## config.mk

```make
export PLATFORM = sky130hd
export DESIGN_NAME = vga_capture
export DESIGN_NICKNAME = d
export VERILOG_FILES = /design/src/rtl/vga_pkg.sv /design/src/rtl/vga_edge_det.sv /design/src/rtl/vga_capture.sv
export SDC_FILE = /design/constraint.sdc
export NUM_CORES = 1
export LEC_CHECK = 0
export CAP_MARGIN = 20
export CORE_AREA = 2 2 103 105
export CTS_BUF_LIST = sky130_fd_sc_hd__clkbuf_4 sky130_fd_sc_hd__clkbuf_8 sky130_fd_sc_hd__clkbuf_16
export CTS_CLUSTER_SIZE = 8
export DETAILED_ROUTE_END_ITERATION = 6
export DIE_AREA = 0 0 105 107
export GPL_TIMING_DRIVEN = 0
export PLACE_DENSITY = 0.86
export SLEW_MARGIN = 20
export SYNTH_ARGS = -nofsm -noshare
export SYNTH_HDL_FRONTEND = slang
export SYNTH_SLANG_ARGS = --single-unit
```

## constraint.sdc

```tcl
create_clock -name sysclk -period 16.55 [get_ports sysclk]
set_input_delay 3.31 -clock sysclk [delete_from_list [all_inputs] [get_ports sysclk]]
set_output_delay 3.31 -clock sysclk [all_outputs]
set_load 0.01 [all_outputs]
```

## src/rtl/vga_pkg.sv

```systemverilog
// Shared VGA timing constants, cell-grid constants, capture FSM states and the
// RGB332 packing helper.
package vga_pkg;

  // 640x480@60 timing, counted in pixels (horizontal) and lines (vertical)
  localparam int VGA_H_SYNC   = 96;
  localparam int VGA_H_BP     = 48;
  localparam int VGA_H_ACTIVE = 640;
  localparam int VGA_H_TOTAL  = 800;
  localparam int VGA_V_SYNC   = 2;
  localparam int VGA_V_BP     = 33;
  localparam int VGA_V_ACTIVE = 480;
  localparam int VGA_V_TOTAL  = 525;

  // One captured sample per DOWN x DOWN block of pixels
  localparam int VGA_DOWN = 8;
  localparam int CELLS_X  = 80;
  localparam int CELLS_Y  = 60;

  // Width of the pixel/line counters; both saturate at all-ones
  localparam int CNT_W = 12;

  typedef enum logic [1:0] {
    ST_SEEK   = 2'd0,
    ST_TRACK  = 2'd1,
    ST_LOCKED = 2'd2
  } vga_state_t;

  // Pack 24-bit colour into an RGB332 byte in the low bits of a word
  function automatic logic [31:0] rgb332(input logic [7:0] r,
                                         input logic [7:0] g,
                                         input logic [7:0] b);
    return {24'h0, r[7:5], g[7:5], b[7:6]};
  endfunction

endpackage

```

## src/rtl/vga_edge_det.sv

```systemverilog
// Falling-edge detector for an active-low sync that is only meaningful on
// pix_en cycles. The previous level resets high so a low first sample counts
// as a fall.
module vga_edge_det (
  input  logic sysclk,
  input  logic reset_n,
  input  logic pix_en,
  input  logic sync_n,
  output logic fall
);

  logic prev_reg;

  // Remember the last level sampled on a pixel strobe
  always_ff @(posedge sysclk or negedge reset_n) begin
    if (!reset_n) begin
      prev_reg <= 1'b1;
    end else if (pix_en) begin
      prev_reg <= sync_n;
    end
  end

  assign fall = pix_en & ~sync_n & prev_reg;

endmodule

```

## src/rtl/vga_capture.sv

```systemverilog
// Locks onto a VGA pixel stream, then writes one RGB332 sample per DOWN x DOWN
// cell of the active picture into data memory, one word per cell.
module vga_capture
  import vga_pkg::*;
#(
  parameter int          H_SYNC    = VGA_H_SYNC,
  parameter int          H_BP      = VGA_H_BP,
  parameter int          H_ACTIVE  = VGA_H_ACTIVE,
  parameter int          H_TOTAL   = VGA_H_TOTAL,
  parameter int          V_SYNC    = VGA_V_SYNC,
  parameter int          V_BP      = VGA_V_BP,
  parameter int          V_ACTIVE  = VGA_V_ACTIVE,
  parameter int          V_TOTAL   = VGA_V_TOTAL,
  parameter int          DOWN      = VGA_DOWN,
  parameter logic [31:0] BASE_ADDR = 32'h0
) (
  input  logic        sysclk,
  input  logic        reset_n,
  input  logic        pix_en,
  input  logic [7:0]  vga_r,
  input  logic [7:0]  vga_g,
  input  logic [7:0]  vga_b,
  input  logic        vga_hs,
  input  logic        vga_vs,
  output logic        mem_we,
  output logic [31:0] mem_addr,
  output logic [31:0] mem_wdata,
  output logic        frame_done,
  output logic        locked,
  output logic        sync_err
);

  // Active window bounds and cell geometry (grid is CELLS_X x CELLS_Y at defaults)
  localparam logic [31:0] X0     = 32'(H_SYNC + H_BP);
  localparam logic [31:0] X1     = 32'(H_SYNC + H_BP + H_ACTIVE);
  localparam logic [31:0] Y0     = 32'(V_SYNC + V_BP);
  localparam logic [31:0] Y1     = 32'(V_SYNC + V_BP + V_ACTIVE);
  localparam logic [31:0] DOWN_L = 32'(DOWN);
  localparam logic [31:0] HALF_L = 32'(DOWN / 2);
  localparam logic [31:0] GRID_X = 32'(H_ACTIVE / DOWN);
  localparam logic [31:0] GRID_Y = 32'(V_ACTIVE / DOWN);
  localparam logic [CNT_W-1:0] H_LAST  = CNT_W'(H_TOTAL - 1);
  localparam logic [CNT_W-1:0] V_LAST  = CNT_W'(V_TOTAL - 1);
  localparam logic [CNT_W-1:0] CNT_MAX = '1;

  logic             hs_fall, vs_fall;
  logic [CNT_W-1:0] hcount_reg, hcount_next;
  logic [CNT_W-1:0] vcount_reg, vcount_next;
  logic             vs_pend_reg;    // VS fell, line 0 starts at the next HS fall
  logic             skip_line_reg;  // first HS fall in TRACK may end a partial line
  logic             sync_err_reg;
  vga_state_t       state_reg, state_next;
  logic             line_err, frame_err;
  logic [31:0]      x_pos, y_pos, cell_x, cell_y;
  logic             capture;

  vga_edge_det u_hs_edge (
    .sysclk  (sysclk),
    .reset_n (reset_n),
    .pix_en  (pix_en),
    .sync_n  (vga_hs),
    .fall    (hs_fall)
  );

  vga_edge_det u_vs_edge (
    .sysclk  (sysclk),
    .reset_n (reset_n),
    .pix_en  (pix_en),
    .sync_n  (vga_vs),
    .fall    (vs_fall)
  );

  // Counts for the pixel being sampled now: hcount restarts on HS fall,
  // vcount restarts on the first HS fall at or after a VS fall
  always_comb begin
    hcount_next = hcount_reg;
    vcount_next = vcount_reg;
    if (hs_fall) begin
      hcount_next = '0;
    end else if (pix_en && hcount_reg != CNT_MAX) begin
      hcount_next = hcount_reg + 1'b1;
    end
    if (hs_fall) begin
      if (vs_fall || vs_pend_reg) begin
        vcount_next = '0;
      end else if (vcount_reg != CNT_MAX) begin
        vcount_next = vcount_reg + 1'b1;
      end
    end
  end

  // Timing checks use the count of the pixel before the fall
  always_comb begin
    line_err  = hs_fall && (hcount_reg != H_LAST) &&
                ((state_reg == ST_LOCKED) || (state_reg == ST_TRACK && !skip_line_reg));
    frame_err = vs_fall && (state_reg != ST_SEEK) && (vcount_reg != V_LAST);
  end

  // Lock FSM: next state and the locked flag
  always_comb begin
    state_next = state_reg;
    locked     = 1'b0;
    case (state_reg)
      ST_SEEK:   if (vs_fall) state_next = ST_TRACK;
      ST_TRACK:  begin
        if (line_err || frame_err) state_next = ST_SEEK;
        else if (vs_fall)          state_next = ST_LOCKED;
      end
      ST_LOCKED: if (line_err || frame_err) state_next = ST_SEEK;
      default:   state_next = ST_SEEK;
    endcase
    locked = (state_reg == ST_LOCKED);
  end

  // State, counters, sync bookkeeping and the sticky error flag
  always_ff @(posedge sysclk or negedge reset_n) begin
    if (!reset_n) begin
      state_reg     <= ST_SEEK;
      hcount_reg    <= '0;
      vcount_reg    <= '0;
      vs_pend_reg   <= 1'b0;
      skip_line_reg <= 1'b0;
      sync_err_reg  <= 1'b0;
    end else begin
      state_reg  <= state_next;
      hcount_reg <= hcount_next;
      vcount_reg <= vcount_next;
      if (line_err || frame_err) sync_err_reg <= 1'b1;
      if (hs_fall)      vs_pend_reg <= 1'b0;
      else if (vs_fall) vs_pend_reg <= 1'b1;
      if (state_reg == ST_SEEK && state_next == ST_TRACK) skip_line_reg <= 1'b1;
      else if (hs_fall && state_reg == ST_TRACK)          skip_line_reg <= 1'b0;
    end
  end

  // Sample-point decision; captures are dropped when lock is lost this cycle
  always_comb begin
    x_pos   = 32'(hcount_next) - X0;
    y_pos   = 32'(vcount_next) - Y0;
    cell_x  = x_pos / DOWN_L;
    cell_y  = y_pos / DOWN_L;
    capture = pix_en && (state_reg == ST_LOCKED) && (state_next == ST_LOCKED) &&
              (32'(hcount_next) >= X0) && (32'(hcount_next) < X1) &&
              (32'(vcount_next) >= Y0) && (32'(vcount_next) < Y1) &&
              ((x_pos % DOWN_L) == HALF_L) && ((y_pos % DOWN_L) == HALF_L);
  end

  // Memory write port; address/data hold between writes
  always_ff @(posedge sysclk or negedge reset_n) begin
    if (!reset_n) begin
      mem_we     <= 1'b0;
      frame_done <= 1'b0;
      mem_addr   <= '0;
      mem_wdata  <= '0;
    end else begin
      mem_we     <= capture;
      frame_done <= capture && (cell_x == GRID_X - 1) && (cell_y == GRID_Y - 1);
      if (capture) begin
        mem_addr  <= BASE_ADDR + ((cell_y * GRID_X + cell_x) << 2);
        mem_wdata <= rgb332(vga_r, vga_g, vga_b);
      end
    end
  end

  assign sync_err = sync_err_reg;

endmodule

```

=== Word-level counts from Yosys, hierarchy flattened ===
Cells that the tools add are included.

* Add/sub/neg operators: 5
* Multiply operators: 1
* Magnitude comparators: 4
* Equality and inequality tests: 12
* Muxes and demuxes: 14
* Bitwise gates (word level): 6
* Reduce and logical (&&, ||, !) cells: 26

{| class="wikitable"
|+ Operators by type and width
! operator !! count
|-
| $mux W12 || 5
|-
| $add A30 B29 Y30 || 1
|-
| $eq A29 B6 Y1 const B || 1
|-
| $eq A29 B7 Y1 const B || 1
|-
| $mul A29 B3 Y26 const B || 1
|-
| $add A12 B1 Y12 const B || 2
|-
| $lt A12 B10 Y1 const B || 2
|-
| $ne A12 B10 Y1 const B || 2
|-
| $ne A12 B12 Y1 const B || 2
|-
| $logic_and A1 B1 Y1 || 18
|-
| $sub A12 B6 Y13 const B || 1
|-
| $sub A12 B8 Y13 const B || 1
|-
| $ge A12 B6 Y1 const B || 1
|-
| $ge A12 B8 Y1 const B || 1
|-
| $mux W2 || 4
|-
| $eq A3 B3 Y1 const B || 2
|-
| $pmux W2 S3 || 1
|-
| $reduce_bool A2 Y1 || 3
|-
| $and A1 B1 Y1 || 4
|-
| $eq A2 B1 Y1 const B || 2
|-
| $eq A2 B2 Y1 const B || 2
|-
| $mux W1 || 4
|-
| $logic_or A1 B1 Y1 || 3
|-
| $logic_not A2 Y1 || 1
|-
| 2 further kinds || 3
|}

* Bits in registers: 71
* Bits of input ports: 29
* Output and inout bits: 68
* Word-level logic and storage cells: 80

=== Logic depth before layout (Yosys ltp) ===
Gate-level depths: netlist of the first run.

* Depth after elaboration: 18
* Depth in mapped cells: 30

=== Hierarchy ===
From an unflattened synthesis of the first run, not the netlist that was laid out.

* Cell total of the unflattened synthesis: 645
* Area, all modules: 6072.1 um^2

{| class="wikitable"
|+ Modules (own cells, without submodules)
! module !! times used !! cells each !! area each (um^2) !! seq. area each (um^2)
|-
| vga_capture || 1 || 639 || 5969.5 || 1726.7
|-
| vga_edge_det || 2 || 3 || 51.3 || 26.3
|}

=== Least setup slack after synthesis of the first run ===
Ideal clock, no wire load.

* Path type: input to register
* Start: input vga_hs
* End: register mem_addr[31]
* Setup time: 0.125 ns
* Arrival: 9.349 ns
* Required time: 16.425 ns
* Path slack: 7.077 ns
* Stages on the path: 27
* Buffers on the path: 2
* Path through: and3b_1 -> clkbuf_1 -> buf_2 -> nand4_1 -> mux2i_1 -> a31oi_4 -> or4b_2 -> nor2_1 -> xor2_1 -> ha_1 -> ha_1 -> inv_1 -> o21bai_1 -> a21oi_1 -> nor2b_1 -> o21ai_0 -> xnor2_1 -> ha_1 -> a21oi_1 -> o21ai_0 -> o2bb2ai_1 -> a311o_1 -> a21o_1 -> a31o_2 -> a31o_2 -> a221o_1 -> mux2_2

* Cells in the longest elaborated chain, start to end: 16
* Elaborated cells between the ends (all ways): 29
* Those cells by class: 3 x add/sub; 1 x mul; 4 x order compare; 3 x eq/ne; 5 x mux; 3 x bitwise; 10 x reduce/logical

{| class="wikitable"
|+ Ends and longest elaborated chain
! element !! RTL line !! RTL
|-
| from (decl) || vga_capture.sv:23 || <nowiki>input logic vga_hs,</nowiki>
|-
| $not A1 Y1 * || vga_edge_det.sv:23 || <nowiki>assign fall = pix_en & ~sync_n & prev_reg;</nowiki>
|-
| $and A1 B1 Y1 * (2 in a row) || vga_edge_det.sv:23 ||
|-
| branches (longest 13 deep; another with $add A30 B29 Y30) || - ||
|-
| to (signal assigned) || vga_capture.sv:159 || <nowiki>mem_addr <= BASE_ADDR + ((cell_y * GRID_X + cell_x) << 2);</nowiki>
|-
| to (decl) || vga_capture.sv:26 || <nowiki>output logic [31:0] mem_addr,</nowiki>
|}

Mark *: on every way between the ends.
A chain may end at the register's enable or synchronous reset.

=== Worst setup path after layout of the first run ===
* Start: input pix_en
* End: register mem_addr[31]

* Cells in the longest elaborated chain, start to end: 15
* Elaborated cells between the ends (all ways): 39
* Those cells by class: 3 x add/sub; 1 x mul; 4 x order compare; 3 x eq/ne; 9 x mux; 4 x bitwise; 15 x reduce/logical

{| class="wikitable"
|+ Ends and longest elaborated chain
! element !! RTL line !! RTL
|-
| from (decl) || vga_capture.sv:19 || <nowiki>input logic pix_en,</nowiki>
|-
| branches (longest 15 deep; another with $add A30 B29 Y30) || - ||
|}

Parallel ways; which one is timed is not known.

==> summary.txt, run 1 <==
Critical path
  – Startpoint Class: input pin
  – Crit path required time: 16,810 ps
  – Most frequent CP cell: ha_1
  – Worst path bufs/invs: 4
  – CP Max Fanout: 10
  – Setup CP Type: input pin to flip-flop
  – Critical path's top delay family: compound AO/OA/AOI/OAI gates
  – Reg2reg end: mem_addr[31]
  – CP max-delay cell: or4b_2
  – CP Data Arrival Time: roughly 11,000 ps
  – Worst reg2reg path depth: 27
  – Internal reg-to-reg setup slack: about 9000 ps
  – Kind of end point of the critical path: flip-flop
  – CP peak stage delay: 740 ps
  – RR Startpoint: u_hs_edge.prev_reg

Final layout
  – Fin nets: 799
  – Layout cells sized above 1: 16.30%
  – Number of inserted diodes: 0
  – Max reg flops: 30
  – Fill cells: 831
  – Finished Layout Cells: 860
  – Layout Utilization: roughly two thirds
  – Area delta synth->final: 18.27%

Detailed routing
  – Drt wl/cell: 15.68 um
  – Pre-antenna DRT Iters: 6
  – Drc violations: 0
  – Avg Vias per Cell: 5.790
  – Detail Route Antenna Nets: 0
  – Initial DRC Count: 370
  – Vias: 4,979
  – Final wirelength: 13,480 um

Global routing
  – GRT Util Overall: 24.76%
  – Total grt overflow: 0
  – Vias in the first global route: ~4,900
  – Pin count of the biggest net entering global routing: 50
  – Initial antenna violation count: 0
  – Wire length of the first global-routing pass: 22,730 um

Die
  – Die width: 105 um
  – # rows: 37
  – I/O pin count: between 90 and 100
  – Core outline area: 10,090 um2
  – Die height: approximately 110 um
  – Full die area: roughly 11,000 um2
  – Initial core utilization: 57.69%

Timing
  – Fin crit share: 64.76%
  – Slew Limit Fails: 0
  – FMAX: roughly 0.093 GHz
  – Count of final hold-check violations: 0
  – Clock Skew: 7.362 ps
  – Slew HR: 36.75%
  – Final setup vio count: 0
  – Final worst path period need: 10,720 ps
  – Slew at the pin with the worst max-slew slack: 943.0 ps
  – RSZ-0062 raised after global routing: false
  – TNS Setup: 0 ps
  – Final setup margin: 5831 ps

Hold path
  – Hold Crit Depth: 1
  – Worst hold path class: flip-flop to flip-flop
  – Hold endpoint: sync_err
  – Hold Crit Start: sync_err

Power and ir drop
  – Peak supply drop: 146.8 uV
  – Leak Pwr: 0.003338 uW
  – PD cells: 170.9 nW/um2

Run status
  – Outcome: complete, no violations

Place
  – Dpl cells: between 800 and 900
  – Global placement routability congestion: 0.9167
  – PortBufs: 54
  – Post-DP HPWL: between 10,000 and 15,000 um
  – Dpl ws: ~5600 ps

Yosys
  – Gate Count Post-Synth: 627
  – Synth Register Bits: 71
  – Compound-gate portion of the synthesized area: 15.50%
  – Fraction of synthesized area in multiplexers: 9.908%
  – Synth warn: 0
  – Sequential-to-total area share from yosys stat: 30.56%
  – Number of enable flip-flop cells after synthesis: 0
  – Async S/R FF share, synth: 100.0%
  – Adder-Cell Fraction of Synth Area: 11.22%
  – Prevailing post-synth register cell: dfrtp_1
  – Combinational family with the most area after synthesis: simple AND/OR/NAND/NOR gates
  – Library cells used by synthesis: 72
  – Synthesized area: 5822 um2
  – XOR/XNOR Fraction of Synth Area: approximately 7.1%
  – Simple-Gate Fraction of Synth Area: 18.57%
  – Avg Inst Size Synth: ~9.3 um2

Clocking
  – Clk pin slew, worst setup/hold paths: 80 ps
  – Post-CTS repair timing setup buffer count: 0
  – CTS root buf: clkbuf_8
  – Clk_lat worst skew: between 300 and 400 ps
  – CTS Sinks: 71
  – TritonCTS clock tree: yes
  – Num CTS Buffers: 9
  – CTS resizes: 0
  – H-tree Lvls: 3
  – Clock buffer depth: 2
  – Post-CTS Hold Buffers: 0

Job
  – Max-cap violations: 0
-- area by class of cell --
cell class	count	area, um2	share of cell area (%)
inverters	36	135.1	1.963
well taps	136	170.2	2.471
flip-flops and latches	71	1779	25.84
clock inverters	7	97.59	1.417
repair buffers	56	573.1	8.323
plain buffers	41	279.0	4.052
clock buffers	9	123.9	1.799
multi-input cells	504	3727	54.13
-- cells by family after synthesis --
family,count (synthesis)
and+or+nand+nor,197
muxes,47
other,1
adders and majority gates,51
xor gates and xnor gates,47
buffers and inverters,77
AOI/OAI and AO/OA,136
DFF,71
-- routing by layer --
metal / vias to the layer above / track usage [%] / part of all wire, %
li1: 2403 / - / -
met1: 2382 / 31.26 / 44
met2: 161 / 42.30 / 49
met3: 33 / 3.343 / 5.1
met4: 0 / 11.33 / 2.6
met5: - / 0 / 0
-- per-stage QoR --
step / hold slack (ps) / area [um2] / total power, uW
global route: 514.2 / 6885 / 1277
global placement: 450.7 / 6626 / 960.1
CTS: 477.2 / 6885 / 1165
floorplan: 468.1 / 5916 / 837.7
detailed placement: 454.1 / 6664 / 997.4
finish: 476.6 / 6885 / 1177
-- how the worst max path moves through the flow --
stage	to	slack (ps)	cells past startpoint	start
2_1_floorplan	mem_addr[31]	7080	27	vga_hs
3_3_place_gp	mem_addr[31]	5680	25	pix_en
3_5_place_dp	mem_addr[31]	5590	26	pix_en
4_1_cts	mem_addr[31]	5940	25	pix_en
5_1_grt	mem_addr[31]	5380	25	pix_en
6_report	mem_addr[31]	5830	28	pix_en
-- synth_stat cells, types with 3 or more instances --
| cell type | count | area [um2] |
|---|---|---|
| nand3_1 | 19 | 95.09 |
| o21ai_0 | 29 | 145.1 |
| o31ai_1 | 3 | 22.52 |
| nor3_1 | 13 | 65.06 |
| and4_1 | 6 | 52.55 |
| ha_1 | 49 | 613.1 |
| or3_1 | 4 | 25.02 |
| nand2b_1 | 6 | 37.54 |
| and3_1 | 14 | 87.58 |
| clkbuf_1 | 4 | 15.01 |
| or2_2 | 7 | 43.79 |
| a311o_1 | 3 | 30.03 |
| nor4b_1 | 3 | 26.28 |
| nand2_1 | 34 | 127.6 |
| mux2_2 | 21 | 236.5 |
| nand4_1 | 11 | 68.82 |
| buf_2 | 6 | 30.03 |
| a21o_1 | 16 | 120.1 |
| o21bai_1 | 3 | 22.52 |
| nor4_1 | 5 | 31.28 |
| a21oi_1 | 37 | 185.2 |
| buf_4 | 27 | 202.7 |
| xor2_1 | 18 | 157.7 |
| a31o_2 | 7 | 61.31 |
| dfrtp_1 | 69 | 1727 |
| xnor2_1 | 29 | 254.0 |
| nor3b_1 | 4 | 30.03 |
| inv_1 | 35 | 131.4 |
| mux2_4 | 16 | 240.2 |
| nor2_1 | 42 | 157.7 |
| a21boi_0 | 3 | 22.52 |
| a211oi_1 | 7 | 52.55 |
| o21a_1 | 3 | 22.52 |
| and2_1 | 9 | 56.30 |
| mux2i_1 | 10 | 100.1 |
| nor2b_1 | 6 | 37.54 |
| a31oi_1 | 6 | 37.54 |
-- cells in the final DEF (no fill, tap or decap), drive strengths merged, types with 3 or more instances in the layout --
master	Yosys	layout
dfrtp	69	69
conb	1	26
clkdlybuf4s50	0	53
mux2i	10	10
o21bai	3	3
nor4b	3	3
xor2	18	18
ha	49	49
o21ai	29	29
nor2b	6	6
a21boi	4	4
a211oi	7	7
inv	36	36
or3	4	4
a21o	16	16
nor3	14	14
a21oi	37	37
nand3	21	21
nand4	12	12
mux2	37	37
nand2	34	34
and2	9	9
nor4	5	5
and4	6	6
o31ai	3	3
and3	14	14
xnor2	29	29
nor2	42	42
clkbuf	5	14
nand2b	6	6
a31oi	7	7
a31o	7	7
or2	7	7
clkinv	0	3
buf	36	39
o21a	3	3
a311o	3	3
nor3b	4	4
-- power by group --
group | leakage [uW] | switching [uW] | internal (uW)
clock | 0.000105 | 74.5 | 85.0
sequential | 0.000943 | 16.1 | 186
combinational | 0.00229 | 458 | 357
(Power assumes the default switching activity.)
==> run 2: changes to the inputs <==
--- a/config.mk
+++ b/config.mk
@@ -6,13 +6,13 @@
 export NUM_CORES = 1
 export LEC_CHECK = 0
 export CAP_MARGIN = 20
-export CORE_AREA = 2 2 103 105
+export CORE_AREA = 2 2 113 115
 export CTS_BUF_LIST = sky130_fd_sc_hd__clkbuf_4 sky130_fd_sc_hd__clkbuf_8 sky130_fd_sc_hd__clkbuf_16
 export CTS_CLUSTER_SIZE = 8
 export DETAILED_ROUTE_END_ITERATION = 6
-export DIE_AREA = 0 0 105 107
+export DIE_AREA = 0 0 115 117
 export GPL_TIMING_DRIVEN = 0
-export PLACE_DENSITY = 0.86
+export PLACE_DENSITY = 0.76
 export SLEW_MARGIN = 20
 export SYNTH_ARGS = -nofsm -noshare
 export SYNTH_HDL_FRONTEND = slang
==> constraint.sdc (replaced) <==
create_clock -name sysclk -period 9.8 [get_ports sysclk]
set_input_delay 1.96 -clock sysclk [delete_from_list [all_inputs] [get_ports sysclk]]
set_output_delay 1.96 -clock sysclk [all_outputs]
set_load 0.01 [all_outputs]
==> summary.txt, run 2 (synthesized netlist as in run 1, its figures left out) <==
Timing
  – RSZ-0062 raised after global routing: false
  – Slew Limit Fails: 0 (unchanged)
  – Slew HR: 39.65% (+2.9 points)
  – Final worst path period need: 9234 ps
  – Slew at the pin with the worst max-slew slack: 899.8 ps (-43.23 ps)
  – Fin crit share: 94.22%
  – Count of final hold-check violations: 0 (unchanged)
  – TNS Setup: 0 ps (unchanged)
  – Clock Skew: 4.212 ps (-3.151 ps)
  – FMAX: 0.1083 GHz
  – Final setup vio count: 0 (unchanged)

Place
  – PortBufs: 54 (unchanged)
  – Post-DP HPWL: 10,110 um (-0.52%)
  – Global placement routability congestion: 0.8674 (-5.4%)
  – Dpl cells: 858 (+1.7%)

Die
  – Die width: 115 um (+9.5%)
  – Core outline area: 12,310 um2 (+22%)
  – Die height: 117 um (+9.3%)
  – Initial core utilization: 47.29% (-10 points)
  – # rows: 41 (+11%)
  – Full die area: 13,460 um2 (+20%)
  – I/O pin count: 97 (unchanged)

Power and ir drop
  – Peak supply drop: 228.7 uV (+56%)
  – Sw Pwr: 927.8 uW (+69%)
  – PD cells: 299.0 nW/um2 (+75%)
  – Reg power frac: 16.3% (-0.9 points)
  – Overall power: 2102 uW (+79%)
  – Leak Pwr: 0.003401 uW (+1.9%)
  – Clock power share: 18.3% (+4.7 points)
  – Switching Fraction: 44.14% (-2.5 points)
  – Power share of the combinational group: 65.4% (-3.9 points)
  – Cell-internal power: 1174 uW (+87%)

Clocking
  – H-tree Lvls: 3 (unchanged)
  – Num CTS Buffers: 9 (unchanged)
  – CTS Sinks: 71 (unchanged)
  – CTS root buf: clkbuf_16
  – Clock buffer depth: 2 (unchanged)
  – Post-CTS repair timing setup buffer count: 0 (unchanged)
  – CTS resizes: 0 (unchanged)
  – Clk_lat worst skew: 340 ps (-30 ps)
  – Post-CTS Hold Buffers: 0 (unchanged)
  – Clk pin slew, worst setup/hold paths: 60 ps (-20 ps)
  – TritonCTS clock tree: yes

Critical path
  – Crit path required time: 10,030 ps (-6780 ps)
  – CP max-delay cell: or4b_2
  – CP Max Fanout: 10 (unchanged)
  – RR Startpoint: u_hs_edge.prev_reg
  – Crit path launch: pix_en
  – Critical path's top delay family: compound AO/OA/AOI/OAI gates
  – CP Data Arrival Time: 9460 ps (-1520 ps)
  – Worst path bufs/invs: 3 (-1)
  – Startpoint Class: input pin
  – Kind of end point of the critical path: flip-flop
  – Setup CP Type: input pin to flip-flop
  – Internal reg-to-reg setup slack: 2190 ps (-6560 ps)
  – CP peak stage delay: 730 ps (about the same)

Detailed routing
  – Drc violations: 0 (unchanged)
  – Vias: 4,941 (-0.76%)
  – Pre-antenna DRT Iters: 5 (-1)
  – Detail Route Antenna Nets: 0 (unchanged)
  – Final wirelength: 13,450 um (-0.22%)
  – Avg Vias per Cell: 5.653 (-2.4%)
  – Drt wl/cell: 15.39 um (-1.8%)
  – Initial DRC Count: 291 (-21%)

Final layout
  – Layout cells sized above 1: 16.30% (unchanged)
  – Area delta synth->final: 20.72%
  – Number of inserted diodes: 0 (unchanged)
  – Finished Layout Cells: 874 (+1.6%)
  – Max reg flops: 30 (unchanged)
  – Commonest non-fill, non-tap cell in the layout: dfrtp_1
  – Fin nets: 799 (unchanged)
  – Most frequent cells in the layout: dfrtp_1 (69), clkdlybuf4s50_1 (53), ha_1 (49)

Global routing
  – GRT Util Overall: 20.70% (-4.1 points)
  – Pin count of the biggest net entering global routing: 51 (+2.0%)
  – Wire length of the first global-routing pass: 22,310 um (-1.9%)
  – Vias in the first global route: 4,759 (-3.5%)
  – Initial antenna violation count: 0 (unchanged)
  – Total grt overflow: 0 (unchanged)

Job
  – Max-cap violations: 0 (unchanged)

Hold path
  – Hold Crit Start: sync_err
  – Worst hold path class: flip-flop to flip-flop

Run status
  – Outcome: complete, no violations
## run 2: cell types whose count changed in the layout (fill, tap and decap cells not counted), sizes merged
cell,delta
clkinvlp,-1
clkbuf,+1
bufinv,+1
clkinv,-1
## run 2: cell type report
cell class              instances  area, um2
repair buffers                 56      573.1
multi-input cells             504       3727
plain buffers                  41      279.0
flip-flops and latches         71       1779
fillers                      1110       5284
clock inverters                 6      107.6
inverters                      36      135.1
well taps                     150      187.7
clock buffers                  10      239.0
## run 2: per-stage QoR
step                utilization (%)  instance area (um2)  hold WS [ps]  worst slack [ps]
global placement              53.96                 6644         451.2             242.8
detailed placement            54.27                 6681         455.2             184.9
finish                        57.08                 7028         465.8             566.2
CTS                           57.08                 7028         472.9             495.3
global route                  57.08                 7028         477.5             124.8
floorplan                         -                 5916         468.1              1677
## run 2: power groups by stage
stage	clock network (uW)	registers [uW]	logic, uW
after global routing	405	346	1530
final	385	342	1380
after floorplan	0	340	1070
after CTS	392	341	1360
after global placement	0	344	1290
after detailed placement	0	346	1330
## run 2: metal layers
| metal | track usage (%) | vias to the layer above | part of all wire [%] |
|---|---|---|---|
| met2 | 33.69 | 143 | 47 |
| li1 | - | 2398 | - |
| met3 | 3.759 | 18 | 4.1 |
| met4 | 8.434 | 0 | 2.2 |
| met5 | 0 | - | 0 |
| met1 | 27.41 | 2382 | 46 |
## run 2: worst paths after layout
kind | cells after the start | to
max in group asynchronous | 2 | mem_addr[7]
hold / removal | 1 | sync_err
setup reg to reg | 26 | mem_addr[31]
hold reg to reg | 1 | sync_err
min in group asynchronous | 1 | vcount_reg[3]
setup / recovery | 27 | mem_addr[31]
